===== config.mk =====
export PLATFORM = sky130hd
export DESIGN_NAME = instr_decode_stage
export DESIGN_NICKNAME = d
export VERILOG_FILES = /design/src/rtl/decode_pkg.sv /design/src/rtl/instr_field_decode.sv /design/src/rtl/instr_decode_stage.sv
export SDC_FILE = /design/constraint.sdc
export NUM_CORES = 1
export LEC_CHECK = 0
export ABC_AREA = 1
export BUFFER_PORTS_ARGS = -buffer_cell sky130_fd_sc_hd__buf_2
export CORE_MARGIN = 5
export CORE_UTILIZATION = 40
export CTS_CLUSTER_DIAMETER = 30
export CTS_CLUSTER_SIZE = 14
export DETAILED_ROUTE_END_ITERATION = 8
export HOLD_SLACK_MARGIN = 0.1
export PLACE_DENSITY_LB_ADDON = 0.25
export SYNTH_ARGS = -nofsm -noshare
export SYNTH_HDL_FRONTEND = slang
export SYNTH_SLANG_ARGS = --single-unit

===== constraint.sdc =====
create_clock -name clk -period 2.6 [get_ports clk]
set_clock_uncertainty 0.1 [all_clocks]
set_input_delay 0.26 -clock clk [delete_from_list [all_inputs] [get_ports clk]]
set_output_delay 0.26 -clock clk [all_outputs]
set_load 0.02 [all_outputs]

===== src/rtl/decode_pkg.sv =====
// Shared definitions for the instruction decode stage: field positions,
// the decoded-entry record and the skid-buffer occupancy encoding.
package decode_pkg;

   localparam int OPCODE_LSB = 24;
   localparam int RD_LSB     = 16;
   localparam int RT_LSB     = 8;
   localparam int RS_LSB     = 0;
   localparam int FIELD_W    = 8;

   localparam logic [31:0] PC_INCR = 32'd4;

   // Fields are held at their widest legal size; the top trims them to the
   // configured register-address and PC widths.
   typedef struct packed {
      logic [7:0]  opcode;
      logic [7:0]  rd;
      logic [7:0]  rt;
      logic [7:0]  rs;
      logic [7:0]  imm;
      logic [7:0]  offset;
      logic [31:0] target;
      logic        illegal;
      logic [31:0] pc;
   } decode_entry_t;

   typedef enum logic [1:0] {
      OCC_EMPTY = 2'd0,
      OCC_ONE   = 2'd1,
      OCC_FULL  = 2'd2
   } occ_state_e;

   function automatic logic [7:0] field_mask(input int w);
      logic [8:0] m;
      m = 9'd1 << w;
      return 8'(m - 9'd1);
   endfunction

endpackage


===== src/rtl/instr_field_decode.sv =====
// Combinational split of an instruction word into its fields plus the
// precomputed branch target and the out-of-range register flag.
module instr_field_decode
   import decode_pkg::*;
#(
   parameter int REG_ADDR_W      = 3,
   parameter int PC_W            = 32,
   parameter bit SIGN_EXT_OFFSET = 1'b1
) (
   input  logic [31:0]     instruction,
   input  logic [PC_W-1:0] pc_in,
   output decode_entry_t   entry
);

   localparam logic [7:0]  REG_MASK = field_mask(REG_ADDR_W);
   localparam logic [31:0] PC_MASK  = 32'hFFFF_FFFF >> (32 - PC_W);

   logic [7:0]  rd_byte;
   logic [7:0]  rt_byte;
   logic [7:0]  rs_byte;
   logic [31:0] pc_ext;
   logic [31:0] off_ext;
   logic [31:0] sum;

   always_comb begin
      rd_byte = instruction[RD_LSB +: FIELD_W];
      rt_byte = instruction[RT_LSB +: FIELD_W];
      rs_byte = instruction[RS_LSB +: FIELD_W];
      pc_ext  = 32'(pc_in);
      off_ext = SIGN_EXT_OFFSET ? {{24{rd_byte[7]}}, rd_byte} : {24'd0, rd_byte};
      // 32-bit sum then masked, which equals wrapping modulo 2^PC_W
      sum     = pc_ext + PC_INCR + (off_ext << 2);

      entry         = '0;
      entry.opcode  = instruction[OPCODE_LSB +: FIELD_W];
      entry.rd      = rd_byte & REG_MASK;
      entry.rt      = rt_byte & REG_MASK;
      entry.rs      = rs_byte & REG_MASK;
      entry.imm     = rs_byte;
      entry.offset  = rd_byte;
      entry.target  = sum & PC_MASK;
      entry.illegal = |((rd_byte | rt_byte | rs_byte) & ~REG_MASK);
      entry.pc      = pc_ext;
   end

endmodule


===== src/rtl/instr_decode_stage.sv =====
// Registered decode stage: decode at accept, two-entry skid buffer with a
// registered ready, synchronous flush.
//
// state     | meaning
// OCC_EMPTY | no beat held, out_valid low
// OCC_ONE   | main entry holds the presented beat
// OCC_FULL  | main presented, skid holds the next beat, in_ready low
module instr_decode_stage
   import decode_pkg::*;
#(
   parameter int REG_ADDR_W      = 3,
   parameter int PC_W            = 32,
   parameter bit SIGN_EXT_OFFSET = 1'b1
) (
   input  logic                  clk,
   input  logic                  reset,
   input  logic                  in_valid,
   output logic                  in_ready,
   input  logic [31:0]           instruction,
   input  logic [PC_W-1:0]       pc_in,
   input  logic                  flush,
   output logic                  out_valid,
   input  logic                  out_ready,
   output logic [7:0]            opcode,
   output logic [REG_ADDR_W-1:0] writereg,
   output logic [REG_ADDR_W-1:0] readreg1,
   output logic [REG_ADDR_W-1:0] readreg2,
   output logic [7:0]            immediate,
   output logic [7:0]            offset,
   output logic [PC_W-1:0]       branch_target,
   output logic                  illegal_reg,
   output logic [PC_W-1:0]       pc_out
);

   occ_state_e    state, state_nxt;
   logic          in_ready_q, in_ready_nxt;
   decode_entry_t main_q, main_nxt;
   decode_entry_t skid_q, skid_nxt;
   decode_entry_t dec;
   logic          accept;
   logic          present;

   instr_field_decode #(
      .REG_ADDR_W      (REG_ADDR_W),
      .PC_W            (PC_W),
      .SIGN_EXT_OFFSET (SIGN_EXT_OFFSET)
   ) u_field_decode (
      .instruction (instruction),
      .pc_in       (pc_in),
      .entry       (dec)
   );

   always_ff @(posedge clk) begin
      if (reset) begin
         state      <= OCC_EMPTY;
         in_ready_q <= 1'b1;
         main_q     <= '0;
         skid_q     <= '0;
      end else begin
         state      <= state_nxt;
         in_ready_q <= in_ready_nxt;
         main_q     <= main_nxt;
         skid_q     <= skid_nxt;
      end
   end

   always_comb begin
      state_nxt = state;
      main_nxt  = main_q;
      skid_nxt  = skid_q;
      accept    = in_valid & in_ready_q & ~flush;
      present   = (state != OCC_EMPTY) & out_ready;

      case (state)
         OCC_EMPTY: begin
            if (accept) begin
               main_nxt  = dec;
               state_nxt = OCC_ONE;
            end
         end
         OCC_ONE: begin
            if (accept && present) begin
               main_nxt = dec;
            end else if (accept) begin
               skid_nxt  = dec;
               state_nxt = OCC_FULL;
            end else if (present) begin
               state_nxt = OCC_EMPTY;
            end
         end
         OCC_FULL: begin
            if (present) begin
               main_nxt  = skid_q;
               state_nxt = OCC_ONE;
            end
         end
         default: state_nxt = OCC_EMPTY;
      endcase

      // Held data is left in place; out_valid low makes it invisible.
      if (flush) state_nxt = OCC_EMPTY;

      in_ready_nxt = (state_nxt != OCC_FULL);
   end

   assign in_ready      = in_ready_q;
   assign out_valid     = (state != OCC_EMPTY);
   assign opcode        = main_q.opcode;
   assign writereg      = main_q.rd[REG_ADDR_W-1:0];
   assign readreg1      = main_q.rt[REG_ADDR_W-1:0];
   assign readreg2      = main_q.rs[REG_ADDR_W-1:0];
   assign immediate     = main_q.imm;
   assign offset        = main_q.offset;
   assign branch_target = main_q.target[PC_W-1:0];
   assign illegal_reg   = main_q.illegal;
   assign pc_out        = main_q.pc[PC_W-1:0];

endmodule


==> Yosys cells after proc, flatten, opt, wreduce, memory -nomap -nowiden <==
Index checks and enable logic that the tools add are counted.
{ "classes": {"n_eq_ne": 6, "addsub": 2, "reduce_logical": 7, "bitwise_logic": 7, "muxes": 11} }
{ "op_table": {"columns": ["operator", "n"], "rows": [
  ["2-to-1 mux 113 bit", 3],
  ["one-hot mux 113 bit (3 select lines)", 1],
  ["adder 32 x 3 -> 32 bit, second input constant", 1],
  ["adder 32 bit", 1],
  ["OR 8 bit", 2],
  ["2-to-1 mux 2 bit", 6],
  ["inequality test 2 bit, second input constant", 4],
  ["one-hot mux 2 bit (3 select lines)", 1],
  ["OR reduction 5 bit", 1],
  ["AND reduction 4 bit", 1],
  ["AND 1 bit", 3],
  ["AND reduction 3 bit", 1],
  ["nonzero test 3 bit", 1],
  ["equality test 2 x 1 -> 1 bit, second input constant", 1],
  ["equality test 2 bit, second input constant", 1],
  ["zero test 2 bit", 1],
  ["NOT 1 bit", 2],
  ["nonzero test 2 bit", 1],
  ["logical AND 1 bit", 1]
]} }
{ "totals": {"inputBits": 69, "reg_bits": 199, "out_inout_bits": 100, "wordCells": 53} }

==> Logic depth before layout (Yosys ltp) <==
{ "logic_depth": {"ltp_word": 8, "depth_mapped": 16} }

==> Hierarchy <==
Synthesis repeated with hierarchy kept, for this count alone.
{ "hier_totals": {"cells_unflattened": 1941, "area_unflattened_um2": 11881.4} }
{ "modules_own_cells": {"columns": ["module", "area_each_um2", "n_inst", "cells_each", "seq_area_each_um2"], "rows": [
  ["instr_decode_stage", 8677.1, 1, 1382, 3983.8],
  ["instr_field_decode", 3204.3, 1, 559, 0.0]
]} }

==> Least setup slack after synthesis <==
OpenSTA, ideal clock, no wires.
{ "synth_timing": {"kind": "input port to flip-flop", "from": "input port instruction[17]", "to": "register main_q, in the netlist branch_target[19]", "required_ns": 2.430, "slack_ns": 0.393, "path_buffers": 0, "arrival_ns": 2.037, "cell_stages": 11, "cell_sequence": "ha_1 ha_1 fa_1 nand3_1 nand3_1 nand2_1 nand2_1 a21oi_1 xor2_1 nand2_1 a21oi_1"} }
{ "synth_between": {"elab_chain_len": 3} }
{ "synth_rtl": {"columns": ["element", "line_no", "rtl"], "rows": [
  ["from (decl)", "instr_decode_stage.sv:19", "input logic [31:0] instruction,"],
  ["adder 32 bit *", "instr_field_decode.sv:32", "sum = pc_ext + PC_INCR + (off_ext << 2);"],
  ["2-to-1 mux 113 bit (on tied branches)", "instr_decode_stage.sv:82, instr_decode_stage.sv:76", null],
  ["one-hot mux 113 bit (3 select lines) *", "instr_decode_stage.sv:74", "case (state)"],
  ["to (signal assigned)", "instr_decode_stage.sv:62", "main_q <= main_nxt;"],
  ["to (decl)", "instr_decode_stage.sv:37", "decode_entry_t main_q, main_nxt;"]
]} }
Every way passes the cells marked *; elsewhere a longest branch is shown, timed or not. The select of a mux whose other input is x is not followed.
A chain may end at the register's enable or synchronous reset.

==> Final worst setup path <==
{ "layout_timing": {"from": "input port pc_in[6]", "to": "register main_q, in the netlist branch_target[14]"} }
{ "layout_between": {"elab_chain_len": 4} }
{ "layout_rtl": {"columns": ["element", "line_no", "rtl"], "rows": [
  ["from (decl)", "instr_decode_stage.sv:20", "input logic [PC_W-1:0] pc_in,"],
  ["adder 32 x 3 -> 32 bit *", "instr_field_decode.sv:32", null],
  ["adder 32 bit *", "instr_field_decode.sv:32", null],
  ["2-to-1 mux 113 bit (on tied branches)", "instr_decode_stage.sv:82, instr_decode_stage.sv:76", null],
  ["one-hot mux 113 bit (3 select lines) *", "instr_decode_stage.sv:74", null]
]} }
Marks and branches as above.

==> impl_metrics.tcl <==
set metrics [dict create \
    outcome "finished, final reports clean" \
    portBuffers 168 \
    globalplace.congestion 0.938 \
    coreArea_um2 24100 \
    root_buffer "clkbuf_16" \
    power.total_mw 7.21 \
    fin_tns_setup_ns 0 \
    drt-vias-per-instance 4.92 \
    start_util_pct 40.2 \
    syn-instance-count 1425 \
    row_count 57 \
    crit_path_start_kind "input pin" \
    placed_area_um2 10800 \
    drc 0 \
    hpwlAfterDp_um 19900 \
    diodes 0 \
    utilization_pct 50.2 \
    first_pass_iters 5 \
    ir_drop_v 0.000358 \
    antenna_found_initial 0 \
    power_density_nw_per_um2 595 \
    synth_warnings 0 \
    syn_area_um2 9690 \
    final_nets 1740 \
    slew_violations 0 \
    cp.arrival_ns 2.79 \
    hold_depth 5 \
    rr_startpoint "state[0]" \
    critPathLaunch "pc_in[6]" \
    clock-sinks 183 \
    hold_class "in -> reg" \
    yosysUniqueCellTypes 31 \
    postCtsSetupBuffers 0 \
    wl_per_cell_um 14.7 \
    drtIter0Drc 614 \
    io_pins 169 \
    rr_worst_depth 9 \
    clkTransAtPathRegs_ns 0.07 \
    postRouteAntennaNets 0 \
    globalRouteTotalUtil_pct 20.5 \
    first_global_vias 9005 \
    finalCritPeriodShare_pct 97.5 \
    top_register "skid_q" \
    ys_seq_area_share_pct 37.8 \
    largest_reg_flops 90 \
    path_max_fanout 5 \
    hold_path_end "skid_q[32]" \
    htree_levels 4 \
    numCtsBuffers 17 \
    fmax_mhz 395 \
    setup_violations 0 \
    drive_gt1_share_pct 16.2 \
    reg2reg_to "state[1]" \
    async_reset_ff_share_pct 0 \
    drv_cap 0 \
    dieHeight_um 166 \
    synth_edf_count 0 \
    leakagePower_nw 6.30 \
    areaGrowthSynthToFinish_pct 25.0 \
    postSynthAreaPerCell_um2 6.80 \
    synth_ff_type "dfxtp_1" \
    layout.cells.non_filler 1950 \
    cp.required_ns 2.86 \
    hp-start "instruction[15]" \
    synth_area_leaders "dfxtp_1, nand2_1, o21ai_0, ha_1, nor2_1" \
    clock_latency_ns 0.43 \
    vias 9594 \
    dp_slack_ns -0.0289 \
    synth_seq_cells 183 \
    stdcell_area_um2 12100 \
    setup_slack_ns 0.0658 \
    tightestPinTransition_ns 0.832 \
    grt_max_degree 107 \
    yosysTopAreaCellShare_pct 37.8 \
    wl_um 28700 \
    hold_violations 0 \
    grt_overflow 0 \
    die_w_um 166 \
    placed_cells 1859 \
    clockBufferDepth 2 \
    hold_ws_ns 0.121 \
    cp-end-kind "register" \
    critPathKind "in -> reg" \
    syn-num-nets 1552 \
    grt_pass1_wl_um 47400 \
    slew_headroom_pct 44.5 \
    cts_tree "yes" \
    fin_crit_ns 2.53 \
    synth_top_area_cell "dfxtp_1" \
    r2r_setup_slack_ns 0.56 \
    dieArea_um2 27400 \
]
==> layer usage <==
metal | GRT usage, % | vias up | share of wire, %
met5 | 0 | - | 0
met3 | 3.77 | 27 | 4.1
met2 | 35.2 | 198 | 48
met1 | 27.0 | 4388 | 46
met4 | 4.91 | 0 | 1.7
li1 | - | 4981 | -
==> report_power, final <==
part / internal [mW] / switching (mW)
Clock: 1.31 / 1.33
Combinational: 0.584 / 0.992
Sequential: 2.93 / 0.0680
Total: 4.82 / 2.39
==> synth_stat cells, types with 4 or more instances <==
cell type and n:
a21oi_1 94, nand3b_1 8, ha_1 57, nand4_1 6
o21ai_1 10, o21ai_0 164, inv_2 4, buf_6 5
nand2_1 367, inv_1 154, buf_2 29, xor2_1 16
a21o_1 7, nor2_1 164, a31oi_1 62, buf_4 12
nand3_1 33, dfxtp_1 183, clkbuf_1 34
==> worst max path at each step <==
stage          depth (start not counted)  slack (ns)                end
6_report                              12        0.07  branch_target[14]
5_1_grt                               15       -0.01         skid_q[61]
4_1_cts                               14        0.01  branch_target[15]
3_5_place_dp                          12       -0.03  branch_target[18]
3_3_place_gp                          12       -0.05  branch_target[18]
2_1_floorplan                         11        0.39  branch_target[19]
==> cells by family after synthesis <==
logic type | after synthesis | synth area share (%)
AND/OR/NAND/NOR | 582 | 23.6
AO/OA/AOI/OAI | 342 | 18.8
buffers and inverters | 243 | 10.7
flip-flops | 183 | 37.8
adder cells (fa/ha/maj) | 58 | 7.57
XOR/XNOR | 17 | 1.54
==> layout by cell type, fill, tap and decap left out, drive strengths merged <==
cell type,synthesis,layout
and3,1,1
nand2,367,367
xor2,16,16
o21bai,1,1
clkbuf,36,17
fa,1,1
dlygate4sd3,0,60
ha,57,57
dfxtp,183,183
xnor2,1,1
nand3,33,33
inv,158,166
clkinv,1,8
nor3,1,1
a21o,7,7
a31oi,62,62
a21oi,96,96
nor2,165,165
nor4,1,1
nand3b,8,8
o211ai,2,2
o21ai,174,174
nand4,6,6
buf,48,193
==> area by class of cell <==
cell class                      instances  area [um^2]
Inverter                              159          601
Clock buffer                           17          425
Fill cell                            2443        12000
Clock inverter                         15          176
Timing Repair Buffer                  253         1710
Sequential cell                       183         3660
Multi-Input combinational cell        999         5130
Tap cell                              324          405
==> what timing repair did <==
item | in CTS | in global routing
endpoints found under the setup margin | 0 | 28
hold endpoints to repair | 119 | 0
gates resized for setup | 0 | 32
hold buffers | 60 | 0
==> critical path, stage by stage <==
cell	delay [ns]
dlygate4sd3_1	0.56
buf_2	0.16
ha_1	0.27
ha_1	0.39
nand2_1	0.13
nor2_1	0.15
nand3_1	0.10
nand3b_1	0.21
xor2_1	0.19
buf_4	0.13
nand2_1	0.08
a21oi_1	0.16
Power figures use the tool's default switching activity.
